### src/rtl/pcie_msg_pkg.sv
// Shared definitions for the PCIe message transmitter: FSM encodings, awuser layout, AXI codes.
package pcie_msg_pkg;

   localparam logic [2:0] StIdle = 3'd0;
   localparam logic [2:0] StAw   = 3'd1;
   localparam logic [2:0] StW    = 3'd2;
   localparam logic [2:0] StB    = 3'd3;
   localparam logic [2:0] StDone = 3'd4;

   localparam int unsigned AWUSER_TAG_LSB  = 0;
   localparam int unsigned AWUSER_FRAG_LSB = 4;
   localparam int unsigned AWUSER_LAST_BIT = 12;
   localparam int unsigned AWUSER_LEN_LSB  = 13;

   localparam logic [1:0] BURST_INCR = 2'b01;
   localparam logic [1:0] RESP_OKAY  = 2'b00;

   function automatic logic [63:0] pack_awuser(input logic [3:0]  tag,
                                               input logic [7:0]  frag,
                                               input logic        last,
                                               input logic [11:0] len);
      logic [63:0] u;
      u = '0;
      u[AWUSER_TAG_LSB +: 4]   = tag;
      u[AWUSER_FRAG_LSB +: 8]  = frag;
      u[AWUSER_LAST_BIT]       = last;
      u[AWUSER_LEN_LSB +: 12]  = len;
      return u;
   endfunction

endpackage

### src/rtl/pcie_tx_skid_buf.sv
// Two-entry valid/ready buffer holding SRAM read data until the W channel accepts it.
module pcie_tx_skid_buf
   import pcie_msg_pkg::*;
#(
   parameter int unsigned DATA_WIDTH = 256
) (
   input  logic                  clk,
   input  logic                  rst,
   input  logic                  in_valid,
   input  logic [DATA_WIDTH-1:0] in_data,
   output logic                  out_valid,
   input  logic                  out_ready,
   output logic [DATA_WIDTH-1:0] out_data,
   output logic [1:0]            count
);

   logic [DATA_WIDTH-1:0] ent0_q, ent0_d, ent1_q, ent1_d;
   logic [1:0]            count_q, count_d;
   logic                  pop;

   assign out_valid = (count_q != 2'd0);
   assign out_data  = ent0_q;
   assign count     = count_q;

   // Upstream only pushes when it holds a credit, so a push never overflows.
   always_comb begin
      pop     = out_valid && out_ready;
      ent0_d  = ent0_q;
      ent1_d  = ent1_q;
      count_d = count_q;
      if (pop) begin
         ent0_d  = ent1_q;
         count_d = count_q - 2'd1;
      end
      if (in_valid) begin
         if (count_d == 2'd0) begin
            ent0_d = in_data;
         end else begin
            ent1_d = in_data;
         end
         count_d = count_d + 2'd1;
      end
   end

   always_ff @(posedge clk) begin
      if (rst) begin
         ent0_q  <= '0;
         ent1_q  <= '0;
         count_q <= 2'd0;
      end else begin
         ent0_q  <= ent0_d;
         ent1_q  <= ent1_d;
         count_q <= count_d;
      end
   end

endmodule

### src/rtl/pcie_msg_transmitter.sv
// Streams an assembled message from SRAM to AXI as MAX_FRAG_BEATS-sized write bursts.
// Optional statistics counters are built when PCIE_MSG_TX_STATS_EN is defined.
module pcie_msg_transmitter
   import pcie_msg_pkg::*;
#(
   parameter int unsigned DATA_WIDTH     = 256,
   parameter int unsigned ADDR_WIDTH     = 10,
   parameter int unsigned MAX_FRAG_BEATS = 8,
   parameter logic [63:0] AXI_BASE       = 64'h0
) (
   input  logic                    clk,
   input  logic                    rst,
   input  logic                    cmd_valid,
   output logic                    cmd_ready,
   input  logic [ADDR_WIDTH-1:0]   cmd_addr,
   input  logic [11:0]             cmd_len,
   input  logic [3:0]              cmd_tag,
   output logic                    done,
   output logic                    done_err,
   output logic                    axi_awvalid,
   input  logic                    axi_awready,
   output logic [63:0]             axi_awaddr,
   output logic [7:0]              axi_awlen,
   output logic [2:0]              axi_awsize,
   output logic [1:0]              axi_awburst,
   output logic [63:0]             axi_awuser,
   output logic                    axi_wvalid,
   input  logic                    axi_wready,
   output logic [DATA_WIDTH-1:0]   axi_wdata,
   output logic [DATA_WIDTH/8-1:0] axi_wstrb,
   output logic                    axi_wlast,
   input  logic                    axi_bvalid,
   input  logic [1:0]              axi_bresp,
   output logic                    axi_bready,
   output logic                    sram_ren,
   output logic [ADDR_WIDTH-1:0]   sram_raddr,
   input  logic [DATA_WIDTH-1:0]   sram_rdata
`ifdef PCIE_MSG_TX_STATS_EN
   ,
   output logic [31:0]             stat_frag_cnt,
   output logic [15:0]             stat_err_cnt
`endif
);

   localparam int unsigned StrbW     = DATA_WIDTH / 8;
   localparam logic [11:0] MaxBeats  = 12'(MAX_FRAG_BEATS);
   localparam logic [63:0] FragBytes = 64'(MAX_FRAG_BEATS * StrbW);
   localparam logic [2:0]  AwSize    = 3'($clog2(StrbW));

   logic [2:0]            state_q, state_d;
   logic [ADDR_WIDTH-1:0] rd_ptr_q, rd_ptr_d;
   logic [11:0]           len_q, len_d;
   logic [3:0]            tag_q, tag_d;
   logic [11:0]           frag_idx_q, frag_idx_d;
   logic [11:0]           remain_q, remain_d;
   logic [11:0]           rd_left_q, rd_left_d;
   logic [11:0]           wr_left_q, wr_left_d;
   logic                  err_q, err_d;
   logic                  ren_q;

   logic [11:0]           frag_beats;
   logic                  frag_last;
   logic                  in_aw;
   logic                  w_pop;
   logic                  b_ok;
   logic                  skid_valid;
   logic [DATA_WIDTH-1:0] skid_data;
   logic [1:0]            skid_cnt;

   pcie_tx_skid_buf #(
      .DATA_WIDTH (DATA_WIDTH)
   ) u_skid (
      .clk       (clk),
      .rst       (rst),
      .in_valid  (ren_q),
      .in_data   (sram_rdata),
      .out_valid (skid_valid),
      .out_ready (axi_wready),
      .out_data  (skid_data),
      .count     (skid_cnt)
   );

   always_comb begin
      frag_beats = (remain_q > MaxBeats) ? MaxBeats : remain_q;
      frag_last  = (remain_q <= MaxBeats);
      in_aw      = (state_q == StAw);
      w_pop      = skid_valid && axi_wready;
      // Buffered plus in-flight beats must stay within two after this cycle's pop.
      sram_ren   = (state_q == StW) && (rd_left_q != 12'd0) &&
                   (({1'b0, skid_cnt} + {2'b0, ren_q}) < (3'd2 + {2'b0, w_pop}));
   end

   always_comb begin
      state_d    = state_q;
      rd_ptr_d   = rd_ptr_q;
      len_d      = len_q;
      tag_d      = tag_q;
      frag_idx_d = frag_idx_q;
      remain_d   = remain_q;
      rd_left_d  = rd_left_q;
      wr_left_d  = wr_left_q;
      err_d      = err_q;
      b_ok       = 1'b0;
      if (sram_ren) begin
         rd_ptr_d  = rd_ptr_q + 1'b1;
         rd_left_d = rd_left_q - 12'd1;
      end
      if (w_pop) begin
         wr_left_d = wr_left_q - 12'd1;
      end
      case (state_q)
         StIdle: begin
            if (cmd_valid) begin
               rd_ptr_d   = cmd_addr;
               len_d      = cmd_len;
               remain_d   = cmd_len;
               tag_d      = cmd_tag;
               frag_idx_d = 12'd0;
               err_d      = (cmd_len == 12'd0);
               state_d    = (cmd_len == 12'd0) ? StDone : StAw;
            end
         end
         StAw: begin
            if (axi_awready) begin
               rd_left_d = frag_beats;
               wr_left_d = frag_beats;
               remain_d  = remain_q - frag_beats;
               state_d   = StW;
            end
         end
         StW: begin
            if (w_pop && (wr_left_q == 12'd1)) begin
               state_d = StB;
            end
         end
         StB: begin
            if (axi_bvalid) begin
               if (axi_bresp == RESP_OKAY) begin
                  b_ok       = 1'b1;
                  frag_idx_d = frag_idx_q + 12'd1;
                  state_d    = (remain_q == 12'd0) ? StDone : StAw;
               end else begin
                  err_d   = 1'b1;
                  state_d = StDone;
               end
            end
         end
         StDone:  state_d = StIdle;
         default: state_d = StIdle;
      endcase
   end

   always_ff @(posedge clk) begin
      if (rst) begin
         state_q    <= StIdle;
         rd_ptr_q   <= '0;
         len_q      <= '0;
         tag_q      <= '0;
         frag_idx_q <= '0;
         remain_q   <= '0;
         rd_left_q  <= '0;
         wr_left_q  <= '0;
         err_q      <= 1'b0;
         ren_q      <= 1'b0;
      end else begin
         state_q    <= state_d;
         rd_ptr_q   <= rd_ptr_d;
         len_q      <= len_d;
         tag_q      <= tag_d;
         frag_idx_q <= frag_idx_d;
         remain_q   <= remain_d;
         rd_left_q  <= rd_left_d;
         wr_left_q  <= wr_left_d;
         err_q      <= err_d;
         ren_q      <= sram_ren;
      end
   end

   always_comb begin
      cmd_ready   = (state_q == StIdle);
      done        = (state_q == StDone);
      done_err    = (state_q == StDone) && err_q;
      axi_awvalid = in_aw;
      axi_awaddr  = in_aw ? (AXI_BASE + 64'(frag_idx_q) * FragBytes) : '0;
      axi_awlen   = in_aw ? 8'(frag_beats - 12'd1) : '0;
      axi_awsize  = in_aw ? AwSize : '0;
      axi_awburst = in_aw ? BURST_INCR : '0;
      axi_awuser  = in_aw ? pack_awuser(tag_q, frag_idx_q[7:0], frag_last, len_q) : '0;
      axi_wvalid  = skid_valid;
      axi_wdata   = skid_data;
      axi_wstrb   = skid_valid ? '1 : '0;
      axi_wlast   = skid_valid && (wr_left_q == 12'd1);
      axi_bready  = (state_q == StB);
      sram_raddr  = rd_ptr_q;
   end

`ifdef PCIE_MSG_TX_STATS_EN
   logic [31:0] frag_cnt_q, frag_cnt_d;
   logic [15:0] err_cnt_q, err_cnt_d;

   always_comb begin
      frag_cnt_d = frag_cnt_q;
      err_cnt_d  = err_cnt_q;
      if (b_ok && (frag_cnt_q != '1)) begin
         frag_cnt_d = frag_cnt_q + 32'd1;
      end
      if (done_err && (err_cnt_q != '1)) begin
         err_cnt_d = err_cnt_q + 16'd1;
      end
   end

   always_ff @(posedge clk) begin
      if (rst) begin
         frag_cnt_q <= '0;
         err_cnt_q  <= '0;
      end else begin
         frag_cnt_q <= frag_cnt_d;
         err_cnt_q  <= err_cnt_d;
      end
   end

   assign stat_frag_cnt = frag_cnt_q;
   assign stat_err_cnt  = err_cnt_q;
`else
   logic unused_b_ok;
   assign unused_b_ok = b_ok;
`endif

endmodule

### config.mk
export PLATFORM = sky130hd
export DESIGN_NAME = pcie_msg_transmitter
export DESIGN_NICKNAME = d
export VERILOG_FILES = /design/src/rtl/pcie_msg_pkg.sv /design/src/rtl/pcie_tx_skid_buf.sv /design/src/rtl/pcie_msg_transmitter.sv
export SDC_FILE = /design/constraint.sdc
export NUM_CORES = 1
export LEC_CHECK = 0
export BUFFER_PORTS_ARGS = -buffer_cell sky130_fd_sc_hd__buf_2
export CAP_MARGIN = 20
export CORE_AREA = 2 2 289 291
export DETAILED_ROUTE_END_ITERATION = 10
export DIE_AREA = 0 0 291 293
export GPL_TIMING_DRIVEN = 0
export HOLD_SLACK_MARGIN = 0.03
export RECOVER_POWER = 50
export SKIP_CTS_REPAIR_TIMING = 1
export SYNTH_ARGS = -nofsm -noshare
export SYNTH_HDL_FRONTEND = slang
export SYNTH_SLANG_ARGS = --single-unit
### constraint.sdc
create_clock -name clk -period 5.6 [get_ports clk]
set_input_delay 0 -clock clk [delete_from_list [all_inputs] [get_ports clk]]
set_output_delay 0 -clock clk [all_outputs]
set_load 0.02 [all_outputs]
==> out/results.ini <==
[status]
status = complete, no violations

[grt]
antenna_found_initial = 11
grt_use_total = 0.216
grt.busiest_layer = met2
grt_pass1_wl_mm = 143
overflow = 0
met2_usage = 0.353
met1_usage = 0.270
grt_max_degree = 34
grt_pass1_vias = 23400
grt_use_met3 = 0.0562

[timing]
period_share = 0.853
grt_setup_unrepaired = false
tns_ns = 0
fin_skew_ns = 0.0260
setup_viol_count_final = 0
finalCriticalPeriod_ns = 4.77
max_slew_margin = 0.286
worstMarginPinSlew_ns = 1.07
final_max_slew_viol_count = 0
fmax_mhz = 209
hold_violations = 0
whs_ns = 0.0656

[cts]
clock_latency_ns = 0.62
clock_sinks = 593
cts_tree = yes
cts_inserted_buffers = 70
htreeDepth = 3
cts.clk_slew.worst_paths_ns = 0.06
clockBufferDepth = 3
clock-root-buffer = clkbuf_16

[worst_setup_path]
end_kind = flop
startpoint_type = flop
required_ns = 6.05
worstSetupPathType = reg2reg
cp.arrival_ns = 5.22
path_max_fanout = 10
r2r_setup_slack_ns = 0.83

[cells_and_area]
nFillCells = 8439
regArea_sq_um = 11900
fin_util = 0.424
final-instance-count-excl-fill = 5471
syn_to_final_growth_pct = 39.6
nets = 4643
multi_input_area_sq_um = 11200
drive_gt1_frac = 0.137

[synthesis]
ys_ff_latch = 593
syn-cell-area_sq_um = 24900
ys_seq_area_frac = 0.478
ys_warn_count = 0
async_reset_ff_frac = 0
synthCells = 3239
synth.distinct_cells = 59
synth_area_per_cell_sq_um = 7.67
synth_enable_flop_cells = 0
synth_ff_type = dfxtp_1

[die]
die_y_um = 293
boundaryPins = 737
core_area_sq_um = 81800
die_x_um = 291
die_area_sq_um = 85300
placementRows = 105
start_util = 0.304

[power_and_ir_drop]
p_sw_mw = 4.41
seqPwrFrac = 0.360
peakVddDrop_mv = 0.259
combPwrFrac = 0.275
power_frac_clock = 0.365
p_leak_nw = 12.7
swShare = 0.345
p_int_mw = 8.38
power_density_nw_per_um2 = 369

[drt]
routed_wl_mm = 99.4
vias = 26400
post-route-drc-count = 0
routed_via_density = 4.83
drtIter0Drc = 1680
ant_nets = 0
first_pass_iters = 5
wl_per_cell_um = 18.2

[placement]
numPlacedInstances = 5047
place_congestion = 0.863
dp_hpwl_mm = 72.3
port_buffers = 643

[job]
maxCapViolCount = 0

[min_path]
holdCritPathClass = in2reg

through the flow:
stage,area [sq um],power (mW),setup slack [ns]
global route,34700,13.4,0.306
global placement,29800,8.08,0.567
finish,34700,12.8,0.826
detailed placement,29800,8.11,0.696
floorplan,25200,6.85,2.95
CTS,32200,12.8,0.637
power by group through the flow:
stage,logic [mW],clock network [mW],registers (mW)
after global routing,3.81,4.93,4.63
final,3.52,4.67,4.61
after CTS,3.43,4.77,4.60
after detailed placement,3.42,0,4.69
after global placement,3.39,0,4.68
after floorplan,2.05,0,4.80
state kept, by name, indices dropped and copies added, names as in the netlist:
register,count
u_skid.count,2
len_q,12
u_skid.ent1_q,256
frag_idx_q,12
wr_left_q,12
remain_q,12
tag_q,4
u_skid.out_data,256
state_q,3
rd_left_q,12
sram_raddr,10
err_q,1
ren_q,1
final cells by class:
cell class,count,area share
Multi-Input combinational cell,2325,0.324
Clock inverter,22,0.00876
Clock buffer,102,0.0583
Timing Repair Buffer,939,0.168
Sequential cell,593,0.342
Inverter,18,0.00198
Tap cell,1070,0.0386
Antenna cell,7,0.000505
Buffer,395,0.0577
worst paths after layout:
path | cells past startpoint | end | from
max | 12 | u_skid.out_data[233] | u_skid.count[0]
min | 4 | frag_idx_q[11] | cmd_valid
max reg2reg | 12 | u_skid.out_data[233] | u_skid.count[0]
min reg2reg | 2 | len_q[9] | len_q[9]
cells in the final DEF, fill, tap and decap left out, drive strengths merged, types with 3 or more instances in the layout:
| master | netlist | layout |
|---|---|---|
| conb | 2 | 94 |
| a31oi | 7 | 7 |
| dfxtp | 593 | 593 |
| and2 | 32 | 32 |
| ha | 11 | 11 |
| nor3 | 19 | 19 |
| dlygate4sd3 | 0 | 292 |
| xnor2 | 11 | 11 |
| a21oi | 296 | 296 |
| diode | 0 | 7 |
| a311oi | 258 | 258 |
| o211ai | 5 | 5 |
| or3 | 7 | 7 |
| o21ai | 17 | 17 |
| nor4 | 14 | 14 |
| and3 | 10 | 10 |
| or4 | 6 | 6 |
| nor2b | 8 | 8 |
| xor2 | 22 | 22 |
| nand2 | 1095 | 1095 |
| nor2 | 328 | 328 |
| clkbuf | 247 | 693 |
| or3b | 4 | 4 |
| bufinv | 0 | 5 |
| nand2b | 4 | 4 |
| buf | 148 | 451 |
| inv | 18 | 24 |
| nand4 | 19 | 19 |
| clkinv | 0 | 9 |
| nand3 | 18 | 18 |
| a211oi | 7 | 7 |
| a22oi | 4 | 4 |
| o31ai | 3 | 3 |
layer usage:
layer  up-vias  routed length [um]
met4        14                3220
li1      12900                   -
met2       900               46800
met5         -                  90
met1     12400               42600
met3       194                6670
synth_stat cells (3+ instances only):
cell | number | area share
nand2_1 | 1094 | 0.17
dfxtp_1 | 593 | 0.48
nor2_1 | 328 | 0.050
a21oi_1 | 296 | 0.060
a311oi_1 | 258 | 0.091
clkbuf_1 | 247 | 0.037
buf_4 | 136 | 0.041
and2_1 | 32 | 0.0081
xor2_1 | 22 | 0.0078
nand4_1 | 19 | 0.0048
nor3_1 | 19 | 0.0038
nand3_1 | 18 | 0.0036
inv_1 | 17 | 0.0026
o21ai_0 | 17 | 0.0034
nor4_1 | 14 | 0.0035
ha_1 | 11 | 0.0055
xnor2_1 | 11 | 0.0039
and3_1 | 9 | 0.0023
buf_1 | 8 | 0.0012
nor2b_1 | 8 | 0.0020
a31oi_1 | 7 | 0.0018
or3_1 | 7 | 0.0018
a211oi_1 | 5 | 0.0015
o211ai_1 | 5 | 0.0015
a22oi_1 | 4 | 0.0012
nand2b_1 | 4 | 0.0010
or3b_2 | 4 | 0.0014
o31ai_1 | 3 | 0.00091
or4_1 | 3 | 0.00091
or4_4 | 3 | 0.0014
worst max-delay path: stages (launching register included):
cell and delay [ns]:
dfxtp_1 0.34, inv_1 0.06, ha_1 0.21, nand2b_1 0.12, clkbuf_1 0.73, clkbuf_1 0.49, a21oi_1 0.19, ha_1 0.26
nand2_1 0.44, clkbuf_1 0.49, clkbuf_1 0.60, clkbuf_1 0.49, a311oi_1 0.18
cells by family after synthesis:
group	count (synthesis)	synth area share
muxes	2	0.000805
adders and majority gates	11	0.00554
DFF	593	0.478
and+or+nand+nor	1569	0.252
other	2	0.000302
buffers and inverters	413	0.0837
AOI/OAI and AO/OA	616	0.169
xor gates and xnor gates	33	0.0116
(Power assumes the default switching activity.)
